## src/rtl/vga_timing_gen.sv

```systemverilog
// vga_timing_gen: counter-based 640x480@60 raster engine for the ADV7123 DAC path.
// Runs from CLOCK_50 with a 25 MHz pixel enable. Publishes col/row to the pixel
// generators and registers their colour together with sync/blank one pixel later.
// Optional build macro VGA_TESTBARS_EN adds test_en, which swaps the returned colour
// for eight vertical colour bars.
module vga_timing_gen #(
    parameter int unsigned H_ACTIVE = 640,
    parameter int unsigned H_FP     = 16,
    parameter int unsigned H_SYNC   = 96,
    parameter int unsigned H_BP     = 48,
    parameter int unsigned V_ACTIVE = 480,
    parameter int unsigned V_FP     = 10,
    parameter int unsigned V_SYNC   = 2,
    parameter int unsigned V_BP     = 33
) (
    input  logic        CLOCK_50,
    input  logic        reset,
`ifdef VGA_TESTBARS_EN
    input  logic        test_en,
`endif
    input  logic [9:0]  red,
    input  logic [9:0]  green,
    input  logic [9:0]  blue,
    output logic [10:0] col,
    output logic [10:0] row,
    output logic        frame_start,
    output logic [9:0]  oVGA_R,
    output logic [9:0]  oVGA_G,
    output logic [9:0]  oVGA_B,
    output logic        oVGA_HS,
    output logic        oVGA_VS,
    output logic        oVGA_BLANK,
    output logic        oVGA_CLOCK
);

    localparam int unsigned H_TOTAL = H_ACTIVE + H_FP + H_SYNC + H_BP;
    localparam int unsigned V_TOTAL = V_ACTIVE + V_FP + V_SYNC + V_BP;

    localparam logic [10:0] HLast  = 11'(H_TOTAL - 1);
    localparam logic [10:0] VLast  = 11'(V_TOTAL - 1);
    localparam logic [10:0] HAct   = 11'(H_ACTIVE);
    localparam logic [10:0] VAct   = 11'(V_ACTIVE);
    localparam logic [10:0] HsBeg  = 11'(H_ACTIVE + H_FP);
    localparam logic [10:0] HsEnd  = 11'(H_ACTIVE + H_FP + H_SYNC);
    localparam logic [10:0] VsBeg  = 11'(V_ACTIVE + V_FP);
    localparam logic [10:0] VsEnd  = 11'(V_ACTIVE + V_FP + V_SYNC);

    logic        pix_en_q;
    logic        dac_clk_q;
    // Set by reset: the first pixel enable enters (0,0) instead of advancing.
    logic        start_q, start_d;
    logic [10:0] h_q, h_d;
    logic [10:0] v_q, v_d;
    logic        fs_q, fs_d;

    logic [9:0]  r_q, g_q, b_q;
    logic        hs_q, vs_q, blank_q;
    logic [9:0]  r_px, g_px, b_px;
    logic        vis, hs_px, vs_px;

    // Raster counter next state, advancing once per pixel enable.
    always_comb begin
        h_d     = h_q;
        v_d     = v_q;
        start_d = start_q;
        fs_d    = 1'b0;
        if (pix_en_q) begin
            start_d = 1'b0;
            if (start_q) begin
                fs_d = 1'b1;
            end else if (h_q == HLast) begin
                h_d = '0;
                if (v_q == VLast) begin
                    v_d  = '0;
                    fs_d = 1'b1;
                end else begin
                    v_d = v_q + 11'd1;
                end
            end else begin
                h_d = h_q + 11'd1;
            end
        end
    end

    // Pixel-stage inputs: colour gated by visibility, sync decoded from the same counts.
    always_comb begin
        vis   = (h_q < HAct) && (v_q < VAct);
        hs_px = !((h_q >= HsBeg) && (h_q < HsEnd));
        vs_px = !((v_q >= VsBeg) && (v_q < VsEnd));
        r_px  = vis ? red   : '0;
        g_px  = vis ? green : '0;
        b_px  = vis ? blue  : '0;
`ifdef VGA_TESTBARS_EN
        if (test_en) begin
            r_px = (vis && (h_q >= 11'(4 * H_ACTIVE / 8))) ? 10'h3FC : '0;
            g_px = (vis && (((h_q >= 11'(2 * H_ACTIVE / 8)) && (h_q < 11'(4 * H_ACTIVE / 8)))
                         || (h_q >= 11'(6 * H_ACTIVE / 8)))) ? 10'h3FC : '0;
            b_px = (vis && (((h_q >= 11'(H_ACTIVE / 8)) && (h_q < 11'(2 * H_ACTIVE / 8)))
                         || ((h_q >= 11'(3 * H_ACTIVE / 8)) && (h_q < 11'(4 * H_ACTIVE / 8)))
                         || ((h_q >= 11'(5 * H_ACTIVE / 8)) && (h_q < 11'(6 * H_ACTIVE / 8)))
                         || (h_q >= 11'(7 * H_ACTIVE / 8)))) ? 10'h3FC : '0;
        end
`endif
    end

    // Pixel enable, DAC clock and raster counters.
    always_ff @(posedge CLOCK_50 or posedge reset) begin
        if (reset) begin
            pix_en_q  <= 1'b0;
            dac_clk_q <= 1'b0;
            start_q   <= 1'b1;
            h_q       <= '0;
            v_q       <= '0;
            fs_q      <= 1'b0;
        end else begin
            pix_en_q  <= ~pix_en_q;
            // DAC latches on the rising edge, which lands mid-pixel.
            dac_clk_q <= ~pix_en_q;
            start_q   <= start_d;
            h_q       <= h_d;
            v_q       <= v_d;
            fs_q      <= fs_d;
        end
    end

    // Pixel stage: colour, sync and blank registered together for alignment.
    always_ff @(posedge CLOCK_50 or posedge reset) begin
        if (reset) begin
            r_q     <= '0;
            g_q     <= '0;
            b_q     <= '0;
            hs_q    <= 1'b1;
            vs_q    <= 1'b1;
            blank_q <= 1'b0;
        end else if (pix_en_q && !start_q) begin
            r_q     <= r_px;
            g_q     <= g_px;
            b_q     <= b_px;
            hs_q    <= hs_px;
            vs_q    <= vs_px;
            blank_q <= vis;
        end
    end

    assign col         = h_q;
    assign row         = v_q;
    assign frame_start = fs_q;
    assign oVGA_R      = r_q;
    assign oVGA_G      = g_q;
    assign oVGA_B      = b_q;
    assign oVGA_HS     = hs_q;
    assign oVGA_VS     = vs_q;
    assign oVGA_BLANK  = blank_q;
    assign oVGA_CLOCK  = dac_clk_q;

endmodule

```

## config.mk

```make
export PLATFORM = sky130hd
export DESIGN_NAME = vga_timing_gen
export DESIGN_NICKNAME = d
export VERILOG_FILES = /design/src/rtl/vga_timing_gen.sv
export SDC_FILE = /design/constraint.sdc
export NUM_CORES = 1
export LEC_CHECK = 0
export CORE_MARGIN = 3
export CORE_UTILIZATION = 40
export CTS_CLUSTER_DIAMETER = 200
export DETAILED_ROUTE_END_ITERATION = 10
export PLACE_DENSITY = 0.73
export SETUP_SLACK_MARGIN = 0.1
export SYNTH_ARGS = -nofsm -noshare
export SYNTH_HDL_FRONTEND = slang
export SYNTH_SLANG_ARGS = --single-unit
```

## constraint.sdc

```tcl
create_clock -name CLOCK_50 -period 4.95 [get_ports CLOCK_50]
set_clock_uncertainty 0.2 [all_clocks]
set_input_delay 0.99 -clock CLOCK_50 [delete_from_list [all_inputs] [get_ports CLOCK_50]]
set_output_delay 0.99 -clock CLOCK_50 [all_outputs]
set_load 0.005 [all_outputs]
```

== After elaboration in Yosys (flattened, before gate mapping) ==
Index checks and enable logic that the tools add are counted.
Word-level totals
  flip-flop bits (word level): 58
  input bits: 32
Operators by class
  add/sub/neg operators: 2
  order comparisons: 6
  equal/unequal tests: 2
  mux-type cells: 9
  bitwise operators: 2
  reduce and logical (&&, ||, !) cells: 9
Operators by type and width (number)
  $mux 10: 3
  $add 11x1->11 const B: 2
  $eq 11x10->1 const B: 2
  $lt 11x10->1 const B: 2
  $lt 11x9->1 const B: 2
  $mux 11: 2
  $ge 11x10->1 const B: 1
  $ge 11x9->1 const B: 1
  $logic_and 1x1->1: 4
  $mux 1: 4
  $logic_not 1->1: 3
  $reduce_and 3->1: 1
  $not 1->1: 2
  $reduce_and 2->1: 1

== Logic depth before layout (Yosys ltp) ==
  depth after elaboration: 5
  gate-level depth with buffers: 7
  mapped depth without buffers: 6

== Worst setup path before layout ==
OpenSTA, ideal clock, no wires.
  kind: reg2reg
  from: register h_q[5], in the netlist col[5]
  to: register v_q[7], in the netlist row[7]
  library setup time: 0.069 ns
  arrival: 2.092 ns
  required time: 4.681 ns
  setup slack: 2.589 ns
  cell stages (with the launch flop): 6
  cell sequence: dfrtp_1 -> or4b_4 -> or4_1 -> clkbuf_2 -> or4_1 -> nand3_1
On the way
  cells in the longest elaborated chain, start to end: 2
Ends and longest elaborated chain
  start, declared: line 52  | logic [10:0] h_q, h_d;
  start signal, assigned: line 112  | h_q <= '0;
  start signal, assigned: line 120  | h_q <= h_d;
  $eq 11x10->1: line 71  | end else if (h_q == HLast) begin
  $reduce_and 3->1 (no source line)
  end signal, assigned: line 121  | v_q <= v_d;
  end, declared: line 53  | logic [10:0] v_q, v_d;
No other way between the ends.
A chain may end at the register's enable or synchronous reset.

== Final worst setup path ==
  from: register v_q[5], in the netlist row[5]
  to: output port row[5]
RTL lines
  end, declared: line 25  | output logic [10:0] row,
No word-level cell between the ends.

==> impl_results.md <==
- Setup slack after layout: 2380 ps
- Worst path depth: 1
- Reg2Reg Launch Point: oVGA_CLOCK
- Setup Fix Bufs, Post-CTS: 0
- Worst path cell trace: clkdlybuf4s50_1
- Vias in the first global route: 1,997
- Post-DP HPWL: 4310 µm
- # DRC: 0
- YS warnings: 0
- IO buf count: 88
- Synth top area share: 56.1%
- DP Worst Slack: 2360 ps
- Dpl cells: 360
- GRT Overall Usage: 17.9%
- Critical Path Start Type: flop
- CTS tree: done
- Register area share after synthesis: 59.3%
- Slowest stage delay, CP: 580 ps
- Commonest cells after routing, fill and taps aside: 88 x clkdlybuf4s50_1, 55 x dfrtp_1, 34 x a22o_1
- CP endpoint kind: output pin
- Grt total ovfl: 0
- Sw Pwr: 209 µW
- Area post-placement: 3400 µm²
- Worst path slowest cell: clkdlybuf4s50_1
- Total power draw: 1.03 mW
- Max-slew violation count: 0
- Finished Layout Cells: 376
- Hold/Removal Path Class: reg -> reg
- Worst-path clk slew: 60 ps
- Initial Util: 43.0%
- H-tree levels: 3
- Die Span Y: 84.3 µm
- Static leakage: 1.60 nW
- Initial antenna violation count: 0
- Synth unique cells: 37
- Clock power share: 44.9%
- Vias per cell: 5.35
- Layout fillers: 481
- Clk_lat worst skew: 320 ps
- Die area: 7110 µm²
- Mapped Cells: 208
- Endpoint, Worst Hold: oVGA_VS
- Drt total wl: 6100 µm
- GP Congestion: 0.838
- Async SR Flop Fraction: 100%
- Reg2reg end: oVGA_R[0]
- Chip Width: 84.3 µm
- FF-to-FF path depth: 5
- FMAX: 388 MHz
- Most used flip-flop cell after synthesis: dfrtp_1
- Outcome: complete, no violations
- Area Growth Syn to Fin: 47.1%
- CP arrival: 1380 ps
- Nets: 334
- Iteration-0 DRC Markers: 90
- Mean Syn Cell Area: 11.8 µm²
- Reg power frac: 48.0%
- CP required: 3760 ps
- Min Tclk post-route: 2570 ps
- Internal: 820 µW
- Rel. slew slack: 27.2%
- Pin count of the biggest net entering global routing: 41
- First-pass DRT Iterations: 4
- Drt wl/cell: 16.2 µm
- Unrepaired setup endpoints after global routing: false
- FF+latch count, synth: 58
- Cts repair resizes: 0
- Hold_buf cts: 0
- Logic pwr share: 7.1%
- Setup TNS: 0 ps
- Routed via count: 2,012
- Synth top area cells: dfrtp_1 56%, a22o_1 12%, dfstp_2 3.2%
- Most common cell after layout, fill and taps aside: clkdlybuf4s50_1
- Number of flops mapped to enable cells by yosys: 0
- Peak supply drop: 166 µV
- Number of setup violations in the final report: 0
- Num ports: 89
- Actual slew at the worst max-slew pin: 1090 ps
- Sw Ratio: 20.3%
- Final worst path period share: 52.0%
- Worst-case clock buffer depth: 2
- Clock root buffer: clkbuf_8
- Number of diodes: 0
- Core area: 5710 µm²
- CP Class: reg -> out
- CTS sink cnt: 58
- Cts bufs inserted: 9
- P per Cell Area: 285 nW/µm²
- Layout cells sized above 1: 9.21%
- Max Cap Viol: 0
- Syn_nets: 243
- Final hold vios: 0
- Number of cell rows: 27
- Largest delay contributor family on the critical path: buffers and inverters
- Area leader, netlist: dfrtp_1
- HP Start: oVGA_VS
- Worst hold stages: 2
- R2R Setup Slk: 2400 ps
- CP bufs+invs: 1
- Mapped Area: 2450 µm²
- Global-route wire length before repair: 10,100 µm
- Final Cell Area: 3610 µm²
- Post-route ant nets: 0
- Max Fanout on Critical Path: 8
## synth_stat cells, types with 2 or more instances
cell / count
clkbuf_1: 8
nor4_1: 3
nand3_1: 8
nor3b_1: 2
a21o_1: 3
xnor2_1: 5
mux2_2: 2
a21oi_1: 2
nor3_1: 6
a22o_1: 34
ha_1: 3
nor2_1: 13
xor2_1: 5
and3_1: 4
dfrtp_1: 55
nor4b_1: 2
inv_1: 4
nor2b_1: 3
or4_1: 3
o21ai_0: 9
nand2_1: 10
buf_1: 2
dfstp_2: 3
and2_1: 2
nand4_1: 5
## cell families after synthesis
family	Yosys count	share of synthesized area, %
and+or+nand+nor	70	16.3
DFF	58	59.3
AOI/OAI and AO/OA	50	16.0
buffers and inverters	15	2.35
xor gates and xnor gates	10	3.57
adders and majority gates	3	1.53
muxes	2	0.918
## per-layer routing
metal / vias to the layer above / GRT usage, % / part of all wire, %
li1: 949 / - / -
met1: 987 / 24.1 / 45
met2: 70 / 27.5 / 48
met3: 6 / 4.02 / 5.9
met4: 0 / 8.33 / 1.3
met5: - / 0 / 0
## how the worst max path moves through the flow
stage	startpoint	to	slack [ps]
floorplan	reset	col[0]	2340
finish	row[5]	row[5]	2380
global route	oVGA_CLOCK	oVGA_R[9]	2180
CTS	oVGA_CLOCK	oVGA_R[0]	2350
detailed placement	oVGA_CLOCK	oVGA_B[7]	2360
global placement	oVGA_CLOCK	oVGA_G[3]	2450
## cell type report
| class | instances | area (µm²) | area share (%) |
|---|---|---|---|
| repair buffers | 91 | 903 | 25.0 |
| clock inverters | 4 | 70.1 | 1.94 |
| flip-flops and latches | 58 | 1460 | 40.3 |
| multi-input cells | 135 | 940 | 26.0 |
| well taps | 72 | 90.1 | 2.50 |
| inverters | 4 | 15.0 | 0.416 |
| clock buffers | 12 | 135 | 3.74 |
## through the flow
stage               hold WS (ps)  utilization, %
floorplan                    248               -
global placement             244            59.6
detailed placement           279            59.6
CTS                          288            63.2
global route                 320            63.2
finish                       285            63.2
## power by group through the flow
stage,registers (mW),clock network [mW],logic (mW)
finish,0.494,0.462,0.0732
global route,0.495,0.496,0.0795
detailed placement,0.502,0,0.0750
CTS,0.494,0.472,0.0752
global placement,0.502,0,0.0738
floorplan,0.503,0,0.0178
## flip-flops by register name, indices dropped and copies added (netlist names)
name / flops
oVGA_CLOCK: 1
oVGA_HS: 1
oVGA_BLANK: 1
start_q: 1
col: 11
oVGA_G: 10
oVGA_R: 10
oVGA_VS: 1
row: 11
frame_start: 1
oVGA_B: 10
## tightest hold or removal path, stage by stage, from the launching register on
cell	delay (ps)
dfstp_2	370
nand2_1	40
o21ai_0	60
Note: power is estimated with default switching activity, not from simulation.
